File: src/rtl/sprite_pkg.sv
// Shared definitions for the sprite movers: FSM states, per-axis direction
// codes and the default screen size.
package sprite_pkg;

  typedef enum logic [1:0] {
    IDLE   = 2'd0,
    DELAY  = 2'd1,
    REPEAT = 2'd2
  } state_t;

  typedef logic [1:0] dir_t;

  localparam dir_t ZERO = 2'b00;
  localparam dir_t POS  = 2'b01;
  localparam dir_t NEG  = 2'b10;

  localparam int SCREEN_W = 640;
  localparam int SCREEN_H = 480;

  // Opposing buttons pressed together cancel out on that axis.
  function automatic dir_t resolve_dir(input logic fwd, input logic back);
    if (fwd && !back) return POS;
    else if (back && !fwd) return NEG;
    else return ZERO;
  endfunction

endpackage

File: src/rtl/sprite_bounds_check.sv
// Registered "pixel inside W x H box at (x,y)" test; 1-cycle latency.
// Compares at POS_W+1 bits so a box touching the top of the range cannot wrap.
module sprite_bounds_check #(
  parameter int POS_W = 10,
  parameter int W     = 32,
  parameter int H     = 32
) (
  input  logic             clk,
  input  logic             rst,
  input  logic [POS_W-1:0] hc_i,
  input  logic [POS_W-1:0] vc_i,
  input  logic [POS_W-1:0] x_i,
  input  logic [POS_W-1:0] y_i,
  output logic             in_o
);

  logic [POS_W:0] hc_e, vc_e, x_lo, y_lo, x_hi, y_hi;
  logic           in_d, in_q;

  assign hc_e = {1'b0, hc_i};
  assign vc_e = {1'b0, vc_i};
  assign x_lo = {1'b0, x_i};
  assign y_lo = {1'b0, y_i};
  assign x_hi = x_lo + (POS_W+1)'(W - 1);
  assign y_hi = y_lo + (POS_W+1)'(H - 1);

  assign in_d = (hc_e >= x_lo) && (hc_e <= x_hi) &&
                (vc_e >= y_lo) && (vc_e <= y_hi);

  always_ff @(posedge clk) begin
    if (rst) in_q <= 1'b0;
    else     in_q <= in_d;
  end

  assign in_o = in_q;

endmodule

File: src/rtl/sprite_mover.sv
// Player sprite controller: buttons -> bounded position with tap steps and
// hold-to-repeat, paced by frame_tick. Define SPRITE_MOVER_WRAP_EN to wrap X.
module sprite_mover
  import sprite_pkg::*;
#(
  parameter int POS_W        = 10,
  parameter int SPRITE_W     = 32,
  parameter int SPRITE_H     = 32,
  parameter int STEP         = 8,
  parameter int X_MIN        = 0,
  parameter int X_MAX        = SCREEN_W - SPRITE_W,
  parameter int Y_MIN        = 0,
  parameter int Y_MAX        = SCREEN_H - SPRITE_H,
  parameter int START_X      = 100,
  parameter int START_Y      = 240,
  parameter int REPEAT_DELAY = 20,
  parameter int REPEAT_RATE  = 4,
  parameter int CNT_W        = 6
) (
  input  logic             clk,
  input  logic             rst,
  input  logic             frame_tick,
  input  logic             btn_up,
  input  logic             btn_down,
  input  logic             btn_left,
  input  logic             btn_right,
  input  logic [POS_W-1:0] hc,
  input  logic [POS_W-1:0] vc,
  output logic [POS_W-1:0] pos_x,
  output logic [POS_W-1:0] pos_y,
  output logic             sprite_in,
  output logic             moved
);

  localparam int EW = POS_W + 1;
  localparam logic [EW-1:0] XLO = EW'(X_MIN);
  localparam logic [EW-1:0] XHI = EW'(X_MAX);
  localparam logic [EW-1:0] YLO = EW'(Y_MIN);
  localparam logic [EW-1:0] YHI = EW'(Y_MAX);
  localparam logic [EW-1:0] STP = EW'(STEP);

  function automatic logic [POS_W-1:0] step_sat(input logic [POS_W-1:0] pos,
                                                input dir_t d,
                                                input logic [EW-1:0] lo,
                                                input logic [EW-1:0] hi);
    logic [EW-1:0] p, r;
    p = {1'b0, pos};
    r = p;
    case (d)
      POS:     r = (p + STP > hi) ? hi : p + STP;
      NEG:     r = (p < lo + STP) ? lo : p - STP;
      default: r = p;
    endcase
    return r[POS_W-1:0];
  endfunction

`ifdef SPRITE_MOVER_WRAP_EN
  function automatic logic [POS_W-1:0] step_wrap(input logic [POS_W-1:0] pos,
                                                 input dir_t d,
                                                 input logic [EW-1:0] lo,
                                                 input logic [EW-1:0] hi);
    logic [EW-1:0] p, r;
    p = {1'b0, pos};
    r = p;
    case (d)
      POS:     r = (p + STP > hi) ? lo : p + STP;
      NEG:     r = (p < lo + STP) ? hi : p - STP;
      default: r = p;
    endcase
    return r[POS_W-1:0];
  endfunction
`endif

  state_t           state_q, state_d;
  logic [CNT_W-1:0] cnt_q, cnt_d;
  logic [3:0]       prev_q;
  logic [POS_W-1:0] pos_x_q, pos_y_q, pos_x_d, pos_y_d;
  logic             moved_q;
  dir_t             dx, dy;
  logic             any, dir_chg, step;

  assign dx      = resolve_dir(btn_right, btn_left);
  assign dy      = resolve_dir(btn_down, btn_up);
  assign any     = (dx != ZERO) || (dy != ZERO);
  assign dir_chg = ({dx, dy} != prev_q);

  // Counters compare their old value, so a hold steps on tick 1, then after
  // REPEAT_DELAY more ticks, then every REPEAT_RATE ticks.
  always_comb begin
    state_d = state_q;
    cnt_d   = cnt_q;
    step    = 1'b0;
    if (frame_tick) begin
      case (state_q)
        IDLE: begin
          cnt_d = '0;
          if (any) begin
            step    = 1'b1;
            state_d = DELAY;
          end
        end
        DELAY: begin
          if (!any) begin
            state_d = IDLE;
            cnt_d   = '0;
          end else if (dir_chg) begin
            step  = 1'b1;
            cnt_d = '0;
          end else if (cnt_q == CNT_W'(REPEAT_DELAY - 1)) begin
            step    = 1'b1;
            cnt_d   = '0;
            state_d = REPEAT;
          end else begin
            cnt_d = cnt_q + 1'b1;
          end
        end
        REPEAT: begin
          if (!any) begin
            state_d = IDLE;
            cnt_d   = '0;
          end else if (dir_chg) begin
            step    = 1'b1;
            cnt_d   = '0;
            state_d = DELAY;
          end else if (cnt_q == CNT_W'(REPEAT_RATE - 1)) begin
            step  = 1'b1;
            cnt_d = '0;
          end else begin
            cnt_d = cnt_q + 1'b1;
          end
        end
        default: begin
          state_d = IDLE;
          cnt_d   = '0;
        end
      endcase
    end
  end

  always_comb begin
    pos_x_d = pos_x_q;
    pos_y_d = pos_y_q;
    if (step) begin
`ifdef SPRITE_MOVER_WRAP_EN
      pos_x_d = step_wrap(pos_x_q, dx, XLO, XHI);
`else
      pos_x_d = step_sat(pos_x_q, dx, XLO, XHI);
`endif
      pos_y_d = step_sat(pos_y_q, dy, YLO, YHI);
    end
  end

  always_ff @(posedge clk) begin
    if (rst) begin
      state_q <= IDLE;
      cnt_q   <= '0;
      prev_q  <= '0;
      pos_x_q <= POS_W'(START_X);
      pos_y_q <= POS_W'(START_Y);
      moved_q <= 1'b0;
    end else begin
      state_q <= state_d;
      cnt_q   <= cnt_d;
      if (frame_tick) prev_q <= {dx, dy};
      pos_x_q <= pos_x_d;
      pos_y_q <= pos_y_d;
      moved_q <= (pos_x_d != pos_x_q) || (pos_y_d != pos_y_q);
    end
  end

  sprite_bounds_check #(
    .POS_W (POS_W),
    .W     (SPRITE_W),
    .H     (SPRITE_H)
  ) u_bounds (
    .clk  (clk),
    .rst  (rst),
    .hc_i (hc),
    .vc_i (vc),
    .x_i  (pos_x_q),
    .y_i  (pos_y_q),
    .in_o (sprite_in)
  );

  assign pos_x = pos_x_q;
  assign pos_y = pos_y_q;
  assign moved = moved_q;

endmodule

File: config.mk
export PLATFORM = sky130hd
export DESIGN_NAME = sprite_mover
export DESIGN_NICKNAME = d
export VERILOG_FILES = /design/src/rtl/sprite_pkg.sv /design/src/rtl/sprite_bounds_check.sv /design/src/rtl/sprite_mover.sv
export SDC_FILE = /design/constraint.sdc
export NUM_CORES = 1
export LEC_CHECK = 0
export CAP_MARGIN = 25
export CORE_ASPECT_RATIO = 1.5
export CORE_MARGIN = 2
export CORE_UTILIZATION = 50
export CTS_CLUSTER_DIAMETER = 50
export DETAILED_ROUTE_END_ITERATION = 8
export PLACE_DENSITY_LB_ADDON = 0.25
export SYNTH_ARGS = -nofsm -noshare
export SYNTH_HDL_FRONTEND = slang
export SYNTH_SLANG_ARGS = --single-unit
File: constraint.sdc
create_clock -name clk -period 3.05 [get_ports clk]
set_clock_uncertainty 0.2 [all_clocks]
set_input_delay 0.305 -clock clk [delete_from_list [all_inputs] [get_ports clk]]
set_output_delay 0.305 -clock clk [all_outputs]
set_load 0.02 [all_outputs]
Word level (Yosys, flattened, before mapping)
Index checks and enable logic that the tools add are counted.
Word-level totals
  flip-flop bits (word level): 34
  input port bits: 27
  output and inout bits: 22
  logic and storage cells: 89
Cells by class
  add/subtract/negate cells: 7
  $lt $le $gt $ge: 8
  equality and inequality tests: 15
  mux-type cells: 35
  reductions and logical operators: 17
Operators by type and width (count)
  $mux W10: 6
  $pmux W10 S2: 2
  $mux W6: 6
  $add A10 B4 Y11 const B: 2
  $add A10 B5 Y11 const B: 2
  $le A10 B11 Y1: 2
  $ge A10 B10 Y1: 2
  $lt A10 B4 Y1 const B: 2
  $mux W2: 10
  $ne A10 B10 Y1: 2
  $sub A10 B4 Y10 const B: 2
  $pmux W6 S2: 1
  $gt A11 B10 Y1 const B: 1
  $gt A11 B9 Y1 const B: 1
  $ne A3 B3 Y1 const B: 3
  $mux W1: 8
  $logic_and A1 B1 Y1: 7
  $add A6 B1 Y6 const B: 1
  $eq A2 B1 Y1 const B: 3
  $eq A2 B2 Y1 const B: 3
  $eq A6 B2 Y1 const B: 1
  $eq A6 B5 Y1 const B: 1
  $pmux W2 S3: 1
  $reduce_and A5 Y1: 1
  7 further kinds: 12

Depth between registers and ports, before layout
  depth in word-level cells: 12
  depth in mapped cells: 13
  depth with buffers taken out: 12

By module
A second synthesis with hierarchy kept.
Unflattened totals
  cell total of the unflattened synthesis: 494
  area, all modules: 3793.6 µm²
By module, submodules not included
  sprite_mover: instances 1, cells an instance 331, area each 2557.5 µm², seq. area each 660.6 µm²
  sprite_bounds_check: instances 1, cells an instance 163, area each 1236.2 µm², seq. area each 20.0 µm²

Least setup slack after synthesis
Ideal clock, no wire load.
  kind: register to register
  start point: register pos_y_q[3], in the netlist pos_y[3]
  end point: register moved_q, in the netlist moved
  setup time: 0.060 ns
  arrival time: 2.621 ns
  data required time: 2.790 ns
  path slack: 0.169 ns
  stages on the path, launching flop included: 11
  buffers on the path: 1
  period minus slack after synthesis: 2.881 ns
  cell sequence: dfxtp_1 > buf_2 > inv_1 > ha_1 > nor4bb_1 > a21oi_1 > o311ai_0 > nand4_1 > a211o_1 > o2111ai_1 > o41a_1
On the way
  cells in the longest elaborated chain, start to end: 7
  elaborated cells between the ends (all ways): 10
  those cells by class: 2 x add/sub; 2 x order compare; 1 x eq/ne; 4 x mux; 1 x reduce/logical
Ends and longest elaborated chain
  from (decl): line sprite_mover.sv:77  | logic [POS_W-1:0] pos_x_q, pos_y_q, pos_x_d, pos_y_d;
  from (signal assigned): line sprite_mover.sv:159  | pos_y_q <= POS_W'(START_Y);
  from (signal assigned): line sprite_mover.sv:166  | pos_y_q <= pos_y_d;
  $add A10 B4 Y11: line sprite_mover.sv:50  | POS: r = (p + STP > hi) ? hi : p + STP;
  $gt A11 B9 Y1: line sprite_mover.sv:50
  $mux W10: line sprite_mover.sv:50
  $pmux W10 S2: line sprite_mover.sv:49  | case (d)
  $mux W10: line sprite_mover.sv:143  | if (step) begin
  $ne A10 B10 Y1 (*): line sprite_mover.sv:167  | moved_q <= (pos_x_d != pos_x_q) || (pos_y_d != pos_y_q);
  $logic_or A1 B1 Y1 (*): line sprite_mover.sv:167
  to (signal assigned): line sprite_mover.sv:167
  to (decl): line sprite_mover.sv:78  | logic moved_q;
Mark *: on every way between the ends. The rest lies on a longest branch, timed or not.
A chain may end at the register's enable or synchronous reset.

Worst setup path after layout
  start point: input btn_left
  end point: register moved_q, in the netlist moved
On the way
  cells in the longest elaborated chain, start to end: 11
  elaborated cells between the ends (all ways): 23
  those cells by class: 5 x eq/ne; 12 x mux; 6 x reduce/logical
Ends and longest elaborated chain
  from (decl): line sprite_mover.sv:25  | input logic btn_left,
  $logic_and A1 B1 Y1 or $logic_not A1 Y1 (tied branches): line sprite_pkg.sv:23, sprite_pkg.sv:22
  $mux W2 or $logic_and A1 B1 Y1 (tied branches): line sprite_pkg.sv:23, sprite_pkg.sv:22
  $mux W2 (*): line sprite_pkg.sv:22  | if (fwd && !back) return POS;
  $ne A4 B4 Y1 or $reduce_bool A2 Y1 (tied branches): line sprite_mover.sv:85, sprite_mover.sv:84
  $mux W1 (tied with other cells): line sprite_mover.sv:121  | end else if (dir_chg) begin
  $mux W1 (on tied branches): line sprite_mover.sv:118, sprite_mover.sv:97, sprite_mover.sv:103
  $pmux W1 S3: line sprite_mover.sv:94  | case (state_q)
  $mux W1: line sprite_mover.sv:93  | if (frame_tick) begin
  $mux W10: line sprite_mover.sv:143
  $ne A10 B10 Y1: line sprite_mover.sv:167
  $logic_or A1 B1 Y1 (*): line sprite_mover.sv:167
Marks and branches as above.

==> reports/metrics.yaml <==
logic_synthesis:
  synth_seq_cells: 34
  async_flop_share_pct: 0
  syn-cell-area_mm2: 0.00387
  yosysTopAreaCell: "ha_1"
  yosys-top-cells-area: "ha_1 19%, dfxtp_1 18%, xnor2_1 5.4%"
  ys_types: 73
  syn_nets: 580
  synth_top_area_share_pct: 18.8
  avgSynthCellArea_um2: 7.81
  synth_edf_count: 0
  ys_seq_area_share_pct: 17.6
  synth-main-ff-cell: "dfxtp_1"
  synthCells: 495
  yosysWarnings: 0
worst_hold_path:
  hp-start: "pos_y[1]$_SDFF_PP0_"
  hold_class: "reg2reg"
placement:
  hpwlAfterDp_mm: 8.68
  dp_slack_ns: -0.0322
  port_buffers: 48
  routabilityCongestion: 0.976
  dpl-instance-area_mm2: 0.00463
final_layout:
  fin_util_pct: 63.5
  drive_gt1_share_pct: 12.2
  n_antenna_cell: 0
  nets: 648
  syn_to_final_growth_pct: 24.3
  final_area_mm2: 0.00481
clocking:
  cts_tree: "done"
  cts_buffer_depth: 2
  htreeDepth: 2
  path_clk_slew_ns: 0.06
  root_buffer: "clkbuf_16"
  numCtsBuffers: 5
  hold_buffers: 0
  cts_sinks: 34
  clk_latency_ns: 0.27
timing:
  setup_slack_ns: 0.235
  slew_headroom_pct: 60.1
  fin_crit_ns: 2.82
  tightest_slew_ns: 0.591
  maxSlewViolCount: 0
  hold_violations: 0
  setup_viol: 0
  fmax_mhz: 355
  min_period_over_period_pct: 92.3
  rsz0062_at_grt: "false"
critical_path:
  path_cells: "clkdlybuf4s50_1 > inv_1 > ha_1 > nor4bb_1 > a31oi_1 > o21ai_2 > o21ai_0 > a221oi_1 > a41oi_2 > o41a_1"
  cp-start-kind: "input pin"
  cp_slowest_cell: "clkdlybuf4s50_1"
  cp.required_ns: 3.01
  crit_path_start: "btn_left"
  critPathCaptureType: "flop"
  crit_path_max_fanout: 5
  cpPeakStageDelay_ns: 0.50
  arrival_ns: 2.78
  critical_path_class: "in2reg"
  critPathBufInv: 2
  cpLargestDelayFamily: "compound AO/OA/AOI/OAI gates"
  r2r_start: "pos_y[3]$_SDFF_PP0_"
grt:
  grt_use_total_pct: 26.4
  grt_max_degree: 26
  grt_pass1_vias: 4134
  gr-total-overflow: 0
  grt_first_pass_wirelength_mm: 17.9
  antenna_found_initial: 0
pwr:
  powerDensity_mw_per_mm2: 403
  p_int_w: 0.00125
  p_comb_share_pct: 44.1
  p_sw_w: 0.000692
  pwr-share-seq_pct: 26.5
  vdd.ir_drop.worst_mv: 0.243
  p_leak_nw: 2.01
  total_power_w: 0.00194
  pwr-share-clk_pct: 29.4
  sw_frac_of_total_pct: 35.7
floorplan:
  ios: 49
  initial_core_util_pct: 51.1
  coreArea_mm2: 0.00756
  die_area_mm2: 0.00847
  die_y_um: 112
  rows: 39
  die_width_um: 75.8
run:
  cap_viol_max_count: 0
run_status:
  status: "finished clean"
route:
  drt_first_pass_iters: 6
  post_drt_wl_per_cell_um: 16.0
  drt_iter0_drc: 305
  drt_wl_total_mm: 10.7
  drc: 0
  drtAntennaViolNets: 0
  drt-vias-per-instance: 6.11
  vias: 4069
[per-stage QoR]
| stage | instances | hold WS, ns | setup TNS (ns) |
|---|---|---|---|
| after floorplan | 495 | 0.267 | 0 |
| after global placement | 658 | 0.297 | 0 |
| after detailed placement | 658 | 0.296 | -0.0322 |
| after CTS | 666 | 0.303 | 0 |
| after global routing | 666 | 0.326 | 0 |
| final | 666 | 0.303 | 0 |
[kinds of logic after synthesis]
group                      share of synthesized area (%)
AOI/OAI and AO/OA                                   25.6
muxes                                               2.10
and+or+nand+nor                                     22.6
buffers and inverters                               6.76
xor gates and xnor gates                            6.57
adders and majority gates                           18.8
DFF                                                 17.6
[worst paths after layout]
path | to | depth (start not counted) | slack [ns]
hold reg to reg | pos_y[1]$_SDFF_PP0_ | 1 | 0.30
hold / removal | pos_y[1]$_SDFF_PP0_ | 1 | 0.30
setup reg to reg | moved$_SDFF_PP0_ | 10 | 0.28
setup / recovery | moved$_SDFF_PP0_ | 10 | 0.23
[cells in the final DEF (no fill, tap or decap), drive strengths merged, types with 5 or more instances in the layout]
cell	n
and3	9
nand4	9
nor2	32
a21o	6
clkbuf	5
mux2i	7
nand3	20
and2	8
buf	36
ha	58
o21ai	27
nor3	13
o211ai	6
o21a	9
xor2	5
a31oi	10
o2111ai	7
dfxtp	34
nor4bb	5
inv	37
clkdlybuf4s50	48
xnor2	24
a21oi	33
nor3b	5
nand2	38
[flip-flops by register name, indices dropped and copies added (netlist names)]
register and cells:
moved 1, cnt_q 6, pos_y 10, u_bounds.in_o 1, pos_x 10, state_q 2, prev_q 4
[per-layer routing]
metal | global-route usage (%) | vias up | part of all wire [%]
met5 | 0 | - | 0
met4 | 12.7 | 0 | 4.2
met3 | 2.53 | 52 | 4.3
met2 | 48.7 | 167 | 54
met1 | 28.2 | 1882 | 38
li1 | - | 1968 | -
[power by group through the flow]
stage                     logic (W)  clock network [W]  registers, W
after CTS                  0.000848           0.000579      0.000512
after global placement     0.000820                  0      0.000521
after detailed placement   0.000844                  0      0.000521
after global routing       0.000950           0.000597      0.000516
final                      0.000855           0.000571      0.000513
after floorplan            0.000551                  0      0.000531
[cell usage after synthesis (4+ instances only)]
cell type,count
nand4_1,9
nand2_1,37
inv_1,35
nor4bb_1,5
a31oi_1,10
o2111ai_1,7
and3_1,8
ha_1,58
nand3_1,20
buf_4,4
nor2b_1,4
a21oi_1,33
nor3_1,13
a21o_1,6
mux2i_1,7
dfxtp_1,34
nor3b_1,5
xnor2_1,24
o21a_1,9
buf_2,6
and2_1,8
o211ai_1,6
nor2_1,32
clkbuf_1,11
a31o_2,4
xor2_1,5
o21ai_0,25
[what timing repair did]
item	in CTS	in global routing
setup buffers	0	0
setup endpoints to repair	0	1
gates resized for setup	0	2
[cell type report]
| type | count | area (um^2) |
|---|---|---|
| clock buffer | 5 | 125 |
| clock inverter | 3 | 40.0 |
| fill | 693 | 2760 |
| inverter | 38 | 145 |
| multi-input combinational | 400 | 2940 |
| sequential | 34 | 681 |
| tap | 102 | 128 |
| timing repair buffer | 84 | 751 |
No activity file was read; power rests on OpenSTA's default activity.
